==> src/rtl/mem_access_ctrl_if.sv <==
// mem_access_ctrl_if
// Groups the datapath-side request bus and the SRAM-side bus of the memory
// access controller.
//   master : the datapath/SRAM environment. It drives the request, the address,
//            the write data, the switches and the SRAM read data.
//   slave  : the controller. It drives the read data, R/Busy, the SRAM
//            address/data/strobes and the HEX output register.
interface mem_access_ctrl_if;
  logic        MEM_REQ;
  logic        MEM_WE;
  logic [15:0] MAR;
  logic [15:0] MDR;
  logic [15:0] Switches;
  logic [15:0] Data_from_SRAM;
  logic [15:0] MDR_In;
  logic        R;
  logic        Busy;
  logic [19:0] ADDR;
  logic [15:0] Data_to_SRAM;
  logic        CE_N;
  logic        OE_N;
  logic        WE_N;
  logic        UB_N;
  logic        LB_N;
  logic [15:0] HEX_Data;

  modport master (
    output MEM_REQ, MEM_WE, MAR, MDR, Switches, Data_from_SRAM,
    input  MDR_In, R, Busy, ADDR, Data_to_SRAM,
    input  CE_N, OE_N, WE_N, UB_N, LB_N, HEX_Data
  );

  modport slave (
    input  MEM_REQ, MEM_WE, MAR, MDR, Switches, Data_from_SRAM,
    output MDR_In, R, Busy, ADDR, Data_to_SRAM,
    output CE_N, OE_N, WE_N, UB_N, LB_N, HEX_Data
  );
endinterface

==> src/rtl/mem_access_ctrl.sv <==
// mem_access_ctrl
// Sequences one memory transfer at a time between the datapath and an
// asynchronous SRAM, and handles one memory-mapped I/O address (16'hFFFF).
// At that address a read returns Switches and a write loads HEX_Data.
// Ports:
//   Clk   : system clock. All state changes on its rising edge.
//   Reset : synchronous, active-low reset.
//   bus   : slave side of mem_access_ctrl_if.
//           Request side:  MEM_REQ, MEM_WE, MAR, MDR and Switches.
//           SRAM side:     Data_from_SRAM, ADDR, Data_to_SRAM and the
//                          CE_N/OE_N/WE_N/UB_N/LB_N strobes.
//           Returned data: MDR_In, R (done pulse), Busy and HEX_Data.
// Parameter:
//   WAIT_CYCLES : number of ACCESS cycles per SRAM transfer (1..15).
module mem_access_ctrl #(
  parameter int unsigned WAIT_CYCLES = 2
) (
  input logic              Clk,
  input logic              Reset,
  mem_access_ctrl_if.slave bus
);

  typedef enum logic [1:0] {IDLE, SETUP, ACCESS, DONE} state_t;

  localparam logic [3:0]  CNT_LOAD = 4'(WAIT_CYCLES - 1);
  localparam logic [15:0] IO_ADDR  = 16'hFFFF;

  state_t      state_q, state_d;
  logic [3:0]  cnt_q, cnt_d;
  logic [15:0] addr_q, addr_d;
  logic [15:0] data_q, data_d;
  logic        we_q, we_d;
  logic [15:0] mdr_in_q, mdr_in_d;
  logic [15:0] hex_q, hex_d;
  logic        ce_n;

  always_ff @(posedge Clk) begin
    if (!Reset) begin
      state_q  <= IDLE;
      cnt_q    <= 4'h0;
      addr_q   <= 16'h0;
      data_q   <= 16'h0;
      we_q     <= 1'b0;
      mdr_in_q <= 16'h0;
      hex_q    <= 16'h0;
    end else begin
      state_q  <= state_d;
      cnt_q    <= cnt_d;
      addr_q   <= addr_d;
      data_q   <= data_d;
      we_q     <= we_d;
      mdr_in_q <= mdr_in_d;
      hex_q    <= hex_d;
    end
  end

  always_comb begin
    state_d  = state_q;
    cnt_d    = cnt_q;
    addr_d   = addr_q;
    data_d   = data_q;
    we_d     = we_q;
    mdr_in_d = mdr_in_q;
    hex_d    = hex_q;
    case (state_q)
      IDLE: begin
        if (bus.MEM_REQ) begin
          addr_d = bus.MAR;
          data_d = bus.MDR;
          we_d   = bus.MEM_WE;
          // The I/O address never reaches the SRAM. It completes in one cycle.
          if (bus.MAR == IO_ADDR) begin
            if (bus.MEM_WE) hex_d    = bus.MDR;
            else            mdr_in_d = bus.Switches;
            state_d = DONE;
          end else begin
            state_d = SETUP;
          end
        end
      end
      SETUP: begin
        cnt_d   = CNT_LOAD;
        state_d = ACCESS;
      end
      ACCESS: begin
        // The counter starts at WAIT_CYCLES-1, so ACCESS lasts exactly
        // WAIT_CYCLES cycles.
        if (cnt_q == 4'h0) begin
          if (!we_q) mdr_in_d = bus.Data_from_SRAM;
          state_d = DONE;
        end else begin
          cnt_d = cnt_q - 4'h1;
        end
      end
      DONE:    state_d = IDLE;
      default: state_d = IDLE;
    endcase
  end

  assign ce_n = !((state_q == SETUP) || (state_q == ACCESS));

  // OE is asserted for reads only and WE only in ACCESS of a write.
  // The two enables are therefore never low together.
  assign bus.CE_N         = ce_n;
  assign bus.OE_N         = ce_n | we_q;
  assign bus.WE_N         = !((state_q == ACCESS) && we_q);
  assign bus.UB_N         = ce_n;
  assign bus.LB_N         = ce_n;
  assign bus.ADDR         = ce_n ? 20'h0 : {4'h0, addr_q};
  assign bus.Data_to_SRAM = (!ce_n && we_q) ? data_q : 16'h0;
  assign bus.R            = (state_q == DONE);
  assign bus.Busy         = (state_q != IDLE);
  assign bus.MDR_In       = mdr_in_q;
  assign bus.HEX_Data     = hex_q;

endmodule

==> src/flat_wrapper.sv <==
// flat-port wrapper written by rule: the top's interface ports become plain ports
module mem_access_ctrl_flat 
#(
  parameter int unsigned WAIT_CYCLES = 2
)
  (Clk, Reset, bus_MEM_REQ, bus_MEM_WE, bus_MAR, bus_MDR, bus_Switches, bus_Data_from_SRAM, bus_MDR_In, bus_R, bus_Busy, bus_ADDR, bus_Data_to_SRAM, bus_CE_N, bus_OE_N, bus_WE_N, bus_UB_N, bus_LB_N, bus_HEX_Data);
  mem_access_ctrl_if bus_i ();
  input logic Clk;
  input logic Reset;
  input wire logic [$bits(bus_i.MEM_REQ)-1:0] bus_MEM_REQ;
  input wire logic [$bits(bus_i.MEM_WE)-1:0] bus_MEM_WE;
  input wire logic [$bits(bus_i.MAR)-1:0] bus_MAR;
  input wire logic [$bits(bus_i.MDR)-1:0] bus_MDR;
  input wire logic [$bits(bus_i.Switches)-1:0] bus_Switches;
  input wire logic [$bits(bus_i.Data_from_SRAM)-1:0] bus_Data_from_SRAM;
  output wire logic [$bits(bus_i.MDR_In)-1:0] bus_MDR_In;
  output wire logic [$bits(bus_i.R)-1:0] bus_R;
  output wire logic [$bits(bus_i.Busy)-1:0] bus_Busy;
  output wire logic [$bits(bus_i.ADDR)-1:0] bus_ADDR;
  output wire logic [$bits(bus_i.Data_to_SRAM)-1:0] bus_Data_to_SRAM;
  output wire logic [$bits(bus_i.CE_N)-1:0] bus_CE_N;
  output wire logic [$bits(bus_i.OE_N)-1:0] bus_OE_N;
  output wire logic [$bits(bus_i.WE_N)-1:0] bus_WE_N;
  output wire logic [$bits(bus_i.UB_N)-1:0] bus_UB_N;
  output wire logic [$bits(bus_i.LB_N)-1:0] bus_LB_N;
  output wire logic [$bits(bus_i.HEX_Data)-1:0] bus_HEX_Data;
  assign bus_i.MEM_REQ = bus_MEM_REQ;
  assign bus_i.MEM_WE = bus_MEM_WE;
  assign bus_i.MAR = bus_MAR;
  assign bus_i.MDR = bus_MDR;
  assign bus_i.Switches = bus_Switches;
  assign bus_i.Data_from_SRAM = bus_Data_from_SRAM;
  assign bus_MDR_In = bus_i.MDR_In;
  assign bus_R = bus_i.R;
  assign bus_Busy = bus_i.Busy;
  assign bus_ADDR = bus_i.ADDR;
  assign bus_Data_to_SRAM = bus_i.Data_to_SRAM;
  assign bus_CE_N = bus_i.CE_N;
  assign bus_OE_N = bus_i.OE_N;
  assign bus_WE_N = bus_i.WE_N;
  assign bus_UB_N = bus_i.UB_N;
  assign bus_LB_N = bus_i.LB_N;
  assign bus_HEX_Data = bus_i.HEX_Data;
  mem_access_ctrl #(.WAIT_CYCLES(WAIT_CYCLES)) u_core (.Clk(Clk), .Reset(Reset), .bus(bus_i));
endmodule
==> config.mk <==
export PLATFORM = sky130hd
export DESIGN_NAME = mem_access_ctrl_flat
export DESIGN_NICKNAME = d
export VERILOG_FILES = /design/src/rtl/mem_access_ctrl_if.sv /design/src/rtl/mem_access_ctrl.sv /design/src/flat_wrapper.sv
export SDC_FILE = /design/constraint.sdc
export NUM_CORES = 1
export LEC_CHECK = 0
export BUFFER_PORTS_ARGS = -buffer_cell sky130_fd_sc_hd__buf_2
export CAP_MARGIN = 5
export CORE_MARGIN = 5
export CORE_UTILIZATION = 51
export DETAILED_ROUTE_END_ITERATION = 10
export PLACE_DENSITY = 0.88
export RECOVER_POWER = 100
export SYNTH_ARGS = -nofsm -noshare
export SYNTH_HDL_FRONTEND = slang
export SYNTH_SLANG_ARGS = --single-unit
==> constraint.sdc <==
create_clock -name Clk -period 4.8 [get_ports Clk]
set_clock_uncertainty 0.15 [all_clocks]
set_input_delay 0.48 -clock Clk [delete_from_list [all_inputs] [get_ports Clk]]
set_output_delay 0.48 -clock Clk [all_outputs]
set_load 0.005 [all_outputs]
# Yosys cells after proc, flatten, opt, wreduce, memory -nomap -nowiden
# Index checks and enable logic that the tools add are counted.
# word_totals
elab_cells,48
output_inout_bits,75
regBits,71
# classes
n_mux,14
add_sub_neg,1
n_eq_ne,10
bitwise_logic,1
reduce_logical,15
# ops
op,n
16-bit two-way mux,7
16-bit one-hot mux with 2 select lines,1
16-bit == test (second input constant),1
2-bit != test (second input constant),4
2-bit one-hot mux with 4 select lines,1
4-bit one-hot mux with 2 select lines,1
2-bit two-way mux,3
2-bit AND reduction,3
6-bit AND reduction,1
2-bit nonzero test,3
2-bit == test (second input constant),2
4-bit logical NOT,1
4-bit two-way mux,1
2-bit by 1-bit != test with 1-bit output (second input constant),2
4-bit AND reduction,1
4-bit by 1-bit subtractor with 4-bit output (second input constant),1
2-bit by 1-bit == test with 1-bit output (second input constant),1
1-bit logical AND,2
1-bit logical NOT,2
2-bit logical NOT,1
1-bit logical OR,1
1-bit bitwise OR,1

# Logic depth before layout (Yosys ltp)
# logic_depth
ltp_word,4
mapped_depth,9
ltp_nobuf,6

# Worst setup path before layout
# OpenSTA, ideal clock, no wires.
# synth_timing
path_kind,input to register
start,in bus_MAR[11]
end,reg u_core.hex_q[10] (netlist: u_core.bus.HEX_Data[10])
n_path_buf,2
slack_ns,2.819
arrival_time_ns,1.713
required_ns,4.532
stages,6
setup_ns,0.118
path_cell_list,nand4_1 > or4_1 > clkbuf_1 > clkbuf_1 > o21ai_1 > a21boi_1
# synth_via
elab_chain_cells,2
# synth_lines
item,line_no,text
start: declaration,flat_wrapper.sv:12,input wire logic [$bits(bus_i.MAR)-1:0] bus_MAR;
16-bit == test,mem_access_ctrl.sv:72,if (bus.MAR == IO_ADDR) begin
4-bit AND reduction (no source line),-,
end signal: assignment,mem_access_ctrl.sv:45,hex_q <= 16'h0;
end signal: assignment,mem_access_ctrl.sv:53,hex_q <= hex_d;
end: declaration,mem_access_ctrl.sv:34,"logic [15:0] hex_q, hex_d;"
# Every way passes these cells.
# A chain may end at the register's enable or synchronous reset.

# Worst setup path in the final report
# layout_timing
start,reg u_core.state_q[0]
end,reg u_core.mdr_in_q[12] (netlist: u_core.bus.MDR_In[12])
# layout_via
elab_chain_cells,3
# layout_lines
item,line_no,text
start: declaration,mem_access_ctrl.sv:28,"state_t state_q, state_d;"
start signal: assignment,mem_access_ctrl.sv:47,state_q <= state_d;
2-bit == test or 2-bit logical NOT (tied branches),mem_access_ctrl.sv:65,case (state_q)
2-bit != test (no source line) (tied with other cells),-,
6-bit AND reduction (no source line),-,
end signal: assignment,mem_access_ctrl.sv:52,mdr_in_q <= mdr_in_d;
end: declaration,mem_access_ctrl.sv:33,"logic [15:0] mdr_in_q, mdr_in_d;"
# Parallel ways exist; a longest one is shown, timed or not.

==> Flow_metrics.wiki <==
{| class="wikitable"
! Metric !! Value
|-
| Run status || finished, violations left
|-
| Violations in the final reports || max-capacitance violations, max-slew violations
|-
| Share of layout cells above drive strength 1 || a little over a fifth
|-
| Met3 track utilization from global routing || slightly below 7%
|-
| Minimum setup slack in the final design || 1.35 ns
|-
| Fmax achieved || ~290 MHz
|-
| Cell depth of the worst hold path || 3
|-
| Starting utilization of the core area || between 50% and 60%
|-
| Number of stages on the worst setup path || 6
|-
| Ys async rst share || 0%
|-
| Worst Reg2Reg Path Length in Cells || 6
|-
| Critical path buffers and inverters || 2
|-
| Largest vdd supply drop || approximately 0.25 mV
|-
| Post-synthesis cell type count || 36
|-
| Filler Cells Inserted || 591
|-
| Most frequent cell after synthesis || sky130_fd_sc_hd__nand2_1
|-
| Routing layer with the top usage in global route || met2
|-
| Top cell family by delay on the critical path || compound AO/OA/AOI/OAI gates
|-
| Ranking of synthesized cells by area || sky130_fd_sc_hd__dfxtp_1 42%, sky130_fd_sc_hd__a21boi_1 11%, sky130_fd_sc_hd__nand2_1 9.6%
|-
| Critical path capture point || u_core.bus.MDR_In[12]$_SDFFE_PN0P_
|-
| Worst-margin pin slew || about 2.0 ns
|-
| Clock slew at reported path FFs || around 0.080 ns
|-
| Cts hold-fix bufs || 0
|-
| Sequential fraction of the synthesis area || between 40% and 50%
|-
| Flip-flop and latch count after synthesis || just over 70
|-
| Sink Count || roughly 70
|-
| Netlist area before placement || ~3400 µm²
|-
| First-pass GRT wire length || roughly 15 mm
|-
| Total area of sequential cells || about 1400 µm²
|-
| Area used by multi-input combinational logic || 1730 µm²
|-
| Row cnt || 29
|-
| Reg-to-reg critical path startpoint || u_core.state_q[0]$_SDFFE_PN0P_
|-
| Number of diodes || 0
|-
| Hold path startpoint || bus_MAR[8]
|-
| Post-synth top cells || 86 x sky130_fd_sc_hd__nand2_1, 71 x sky130_fd_sc_hd__dfxtp_1, 48 x sky130_fd_sc_hd__a21boi_1
|-
| Dominant cell type by area after synthesis || sky130_fd_sc_hd__dfxtp_1
|-
| Arrival time at the worst endpoint || about 3.5 ns
|-
| Global placer's final weighted congestion || 0.819
|-
| Power density of the placed cells || 449 nW/µm²
|-
| Total wirelength of the detailed-routed design || 8.79 mm
|-
| Quantity of gates resized following cts || 0
|-
| Crit-path slowest cell || sky130_fd_sc_hd__o2111ai_1
|-
| Final critical path time including I/O delays and setup || between 3 and 4 ns
|-
| Post-DP HPWL || roughly 6.3 mm
|-
| Count of flip-flops with a built-in enable after synthesis || 0
|-
| Total number of nets in the final design || between 500 and 600
|-
| CTS Root Buffer Type || sky130_fd_sc_hd__clkbuf_8
|-
| Worst setup slack before clock tree synthesis || around 1.9 ns
|-
| Die Ht || about 91 µm
|-
| GR met2 Demand/Resource || 33.5%
|-
| Core Box Area || roughly 6400 µm²
|-
| H-tree depth || 3
|-
| Worst reg2reg setup slack || approximately 1.3 ns
|-
| Area fraction of the dominant cell type after synthesis || 42.3%
|-
| Signed area change from the synthesized netlist to the final layout || 23.0%
|-
| GR Util met1 || 26.1%
|-
| Crit-path cells || inv_1 -> ha_1 -> inv_1 -> o22ai_1 -> o2111ai_1 -> mux2i_1
|-
| Initial antenna violation count || 0
|-
| Critical-path maximum fanout || 23
|-
| Clock insertion delay at the later pin of the skew report || roughly 0.33 ns
|-
| DRT iter0 DRCs || between 100 and 150
|-
| Remaining Overflow, GRT || 0
|-
| Number of buffers between clock root and the deepest sink || 2
|-
| Launch point of the critical path || u_core.state_q[0]$_SDFFE_PN0P_
|-
| Die Width || between 90 and 100 µm
|-
| Count of endpoints failing setup in the final report || 0
|-
| Syn avg cell area || between 8 and 9 µm²
|-
| WL per Instance || about 15 µm
|-
| Number of slew-limit violations in the final report || between 50 and 60
|-
| Total Routing Usage GR || between 20% and 30%
|-
| DIE AREA || roughly 8300 µm²
|-
| Dominant cell type by count on the critical path || sky130_fd_sc_hd__inv_1
|-
| Slew margin rel. || -31.7%
|-
| CTS tree || done
|-
| Largest net degree at the start of global routing || 87
|-
| Length of the first detailed-routing pass in iterations || 4
|-
| Crit Path Class || register to register
|-
| Crit path capture type || register
|-
| Number of vias in the routed layout || about 3200
|-
| Number of buffers added by the clock tree synthesis step || 9
|-
| RSZ-0062 raised after global routing || no
|-
| Post-route ant nets || 0
|-
| Highest cell delay on the worst timing path || 0.95 ns
|-
| Port Buffer Count || 138
|-
| Capture point of the worst reg-to-reg path || u_core.bus.MDR_In[12]$_SDFFE_PN0P_
|-
| Max-cap violations || 2
|-
| Required time of the critical path || slightly below 5 ns
|-
| Number of global-route vias before repair || roughly 3100
|-
| Ports || 143
|-
| Post-CTS setup buffer count || 0
|-
| Post-synthesis instance total || about 400
|-
| Drt drc || 0
|-
| Total of warnings raised by yosys || 0
|-
| Commonest register cell after synthesis || sky130_fd_sc_hd__dfxtp_1
|-
| Number of vias per cell after detailed routing || between 5 and 6
|-
| Final hold viol count || 0
|-
| Hold WC Path Type || input pin to register
|-
| Startpoint type of the worst setup path || register
|-
| Period utilisation layout || between 70% and 80%
|-
| Setup TNS || 0 ns
|-
| Lkg Pwr || between 1.5 and 2 nW
|}
flip-flops by register name, summed over array words and instances (netlist names):
name / cells
u_core.bus.HEX_Data: 16
u_core.we_q: 1
u_core.addr_q: 16
u_core.cnt_q: 4
u_core.data_q: 16
u_core.state_q: 2
u_core.bus.MDR_In: 16
stage by stage:
| stage | hold slack (ns) | instances | instance area, µm² | util, % | total power [mW] |
|---|---|---|---|---|---|
| after floorplan | 0.280 | 402 | 3370 | - | 1.22 |
| final | 0.249 | 597 | 4130 | 64.7 | 1.86 |
| after detailed placement | 0.291 | 581 | 3990 | 62.5 | 1.41 |
| after global routing | 0.252 | 597 | 4130 | 64.7 | 1.99 |
| after CTS | 0.224 | 597 | 4200 | 65.8 | 1.90 |
| after global placement | 0.286 | 581 | 3990 | 62.5 | 1.38 |
final cells by class:
class / count / area share [%]
Sequential cell: 71 / 34.4
Inverter: 7 / 0.636
Timing Repair Buffer: 139 / 15.6
Clock inverter: 5 / 1.36
Tap cell: 77 / 2.33
Multi-Input combinational cell: 287 / 42.0
Clock buffer: 11 / 3.67
kinds of logic after synthesis:
logic type | count (synthesis) | synth area share, %
AO/OA/AOI/OAI | 89 | 19.2
adder cells (fa/ha/maj) | 6 | 2.24
multiplexers | 17 | 5.07
XOR/XNOR | 2 | 0.522
AND/OR/NAND/NOR | 169 | 24.7
buffers and inverters | 44 | 5.85
other | 1 | 0.112
flip-flops | 71 | 42.3
per-layer routing:
metal	vias up	routed length, µm	part of all wire, %
li1	1573	-	-
met1	1457	3620	41
met2	144	4090	47
met3	16	907	10
met4	0	165	1.9
met5	-	0	0
worst register-to-register path, cell delays in order (launching register included):
cell                        delay (ns)
sky130_fd_sc_hd__dfxtp_1          0.35
sky130_fd_sc_hd__inv_1            0.09
sky130_fd_sc_hd__ha_1             0.60
sky130_fd_sc_hd__inv_1            0.48
sky130_fd_sc_hd__o22ai_1          0.29
sky130_fd_sc_hd__o2111ai_1        0.95
sky130_fd_sc_hd__mux2i_1          0.44
power by group:
part / total (mW) / internal (mW) / switching [mW]
logic: 0.630 / 0.238 / 0.392
clock network: 0.491 / 0.268 / 0.224
registers: 0.735 / 0.681 / 0.0535
worst min-delay path by stage:
stage | to
floorplan | u_core.addr_q[0]$_SDFFE_PN0P_
global placement | u_core.data_q[12]$_SDFFE_PN0P_
detailed placement | u_core.data_q[15]$_SDFFE_PN0P_
CTS | u_core.addr_q[5]$_SDFFE_PN0P_
global route | u_core.data_q[2]$_SDFFE_PN0P_
finish | u_core.addr_q[8]$_SDFFE_PN0P_
placed cells by master, fill, tap and decap left out, types with 11 or more instances in the layout:
cell type                  instances
sky130_fd_sc_hd__nand2_1          86
sky130_fd_sc_hd__clkbuf_1         44
sky130_fd_sc_hd__clkbuf_8         11
sky130_fd_sc_hd__nand3_1          19
sky130_fd_sc_hd__and3_1           18
sky130_fd_sc_hd__a21boi_1         17
sky130_fd_sc_hd__o21ai_0          17
sky130_fd_sc_hd__a21boi_0         31
sky130_fd_sc_hd__o211ai_1         16
sky130_fd_sc_hd__mux2i_1          17
sky130_fd_sc_hd__and2_1           11
sky130_fd_sc_hd__buf_2            93
sky130_fd_sc_hd__or2_1            16
sky130_fd_sc_hd__dfxtp_1          71
(Power assumes the default switching activity.)
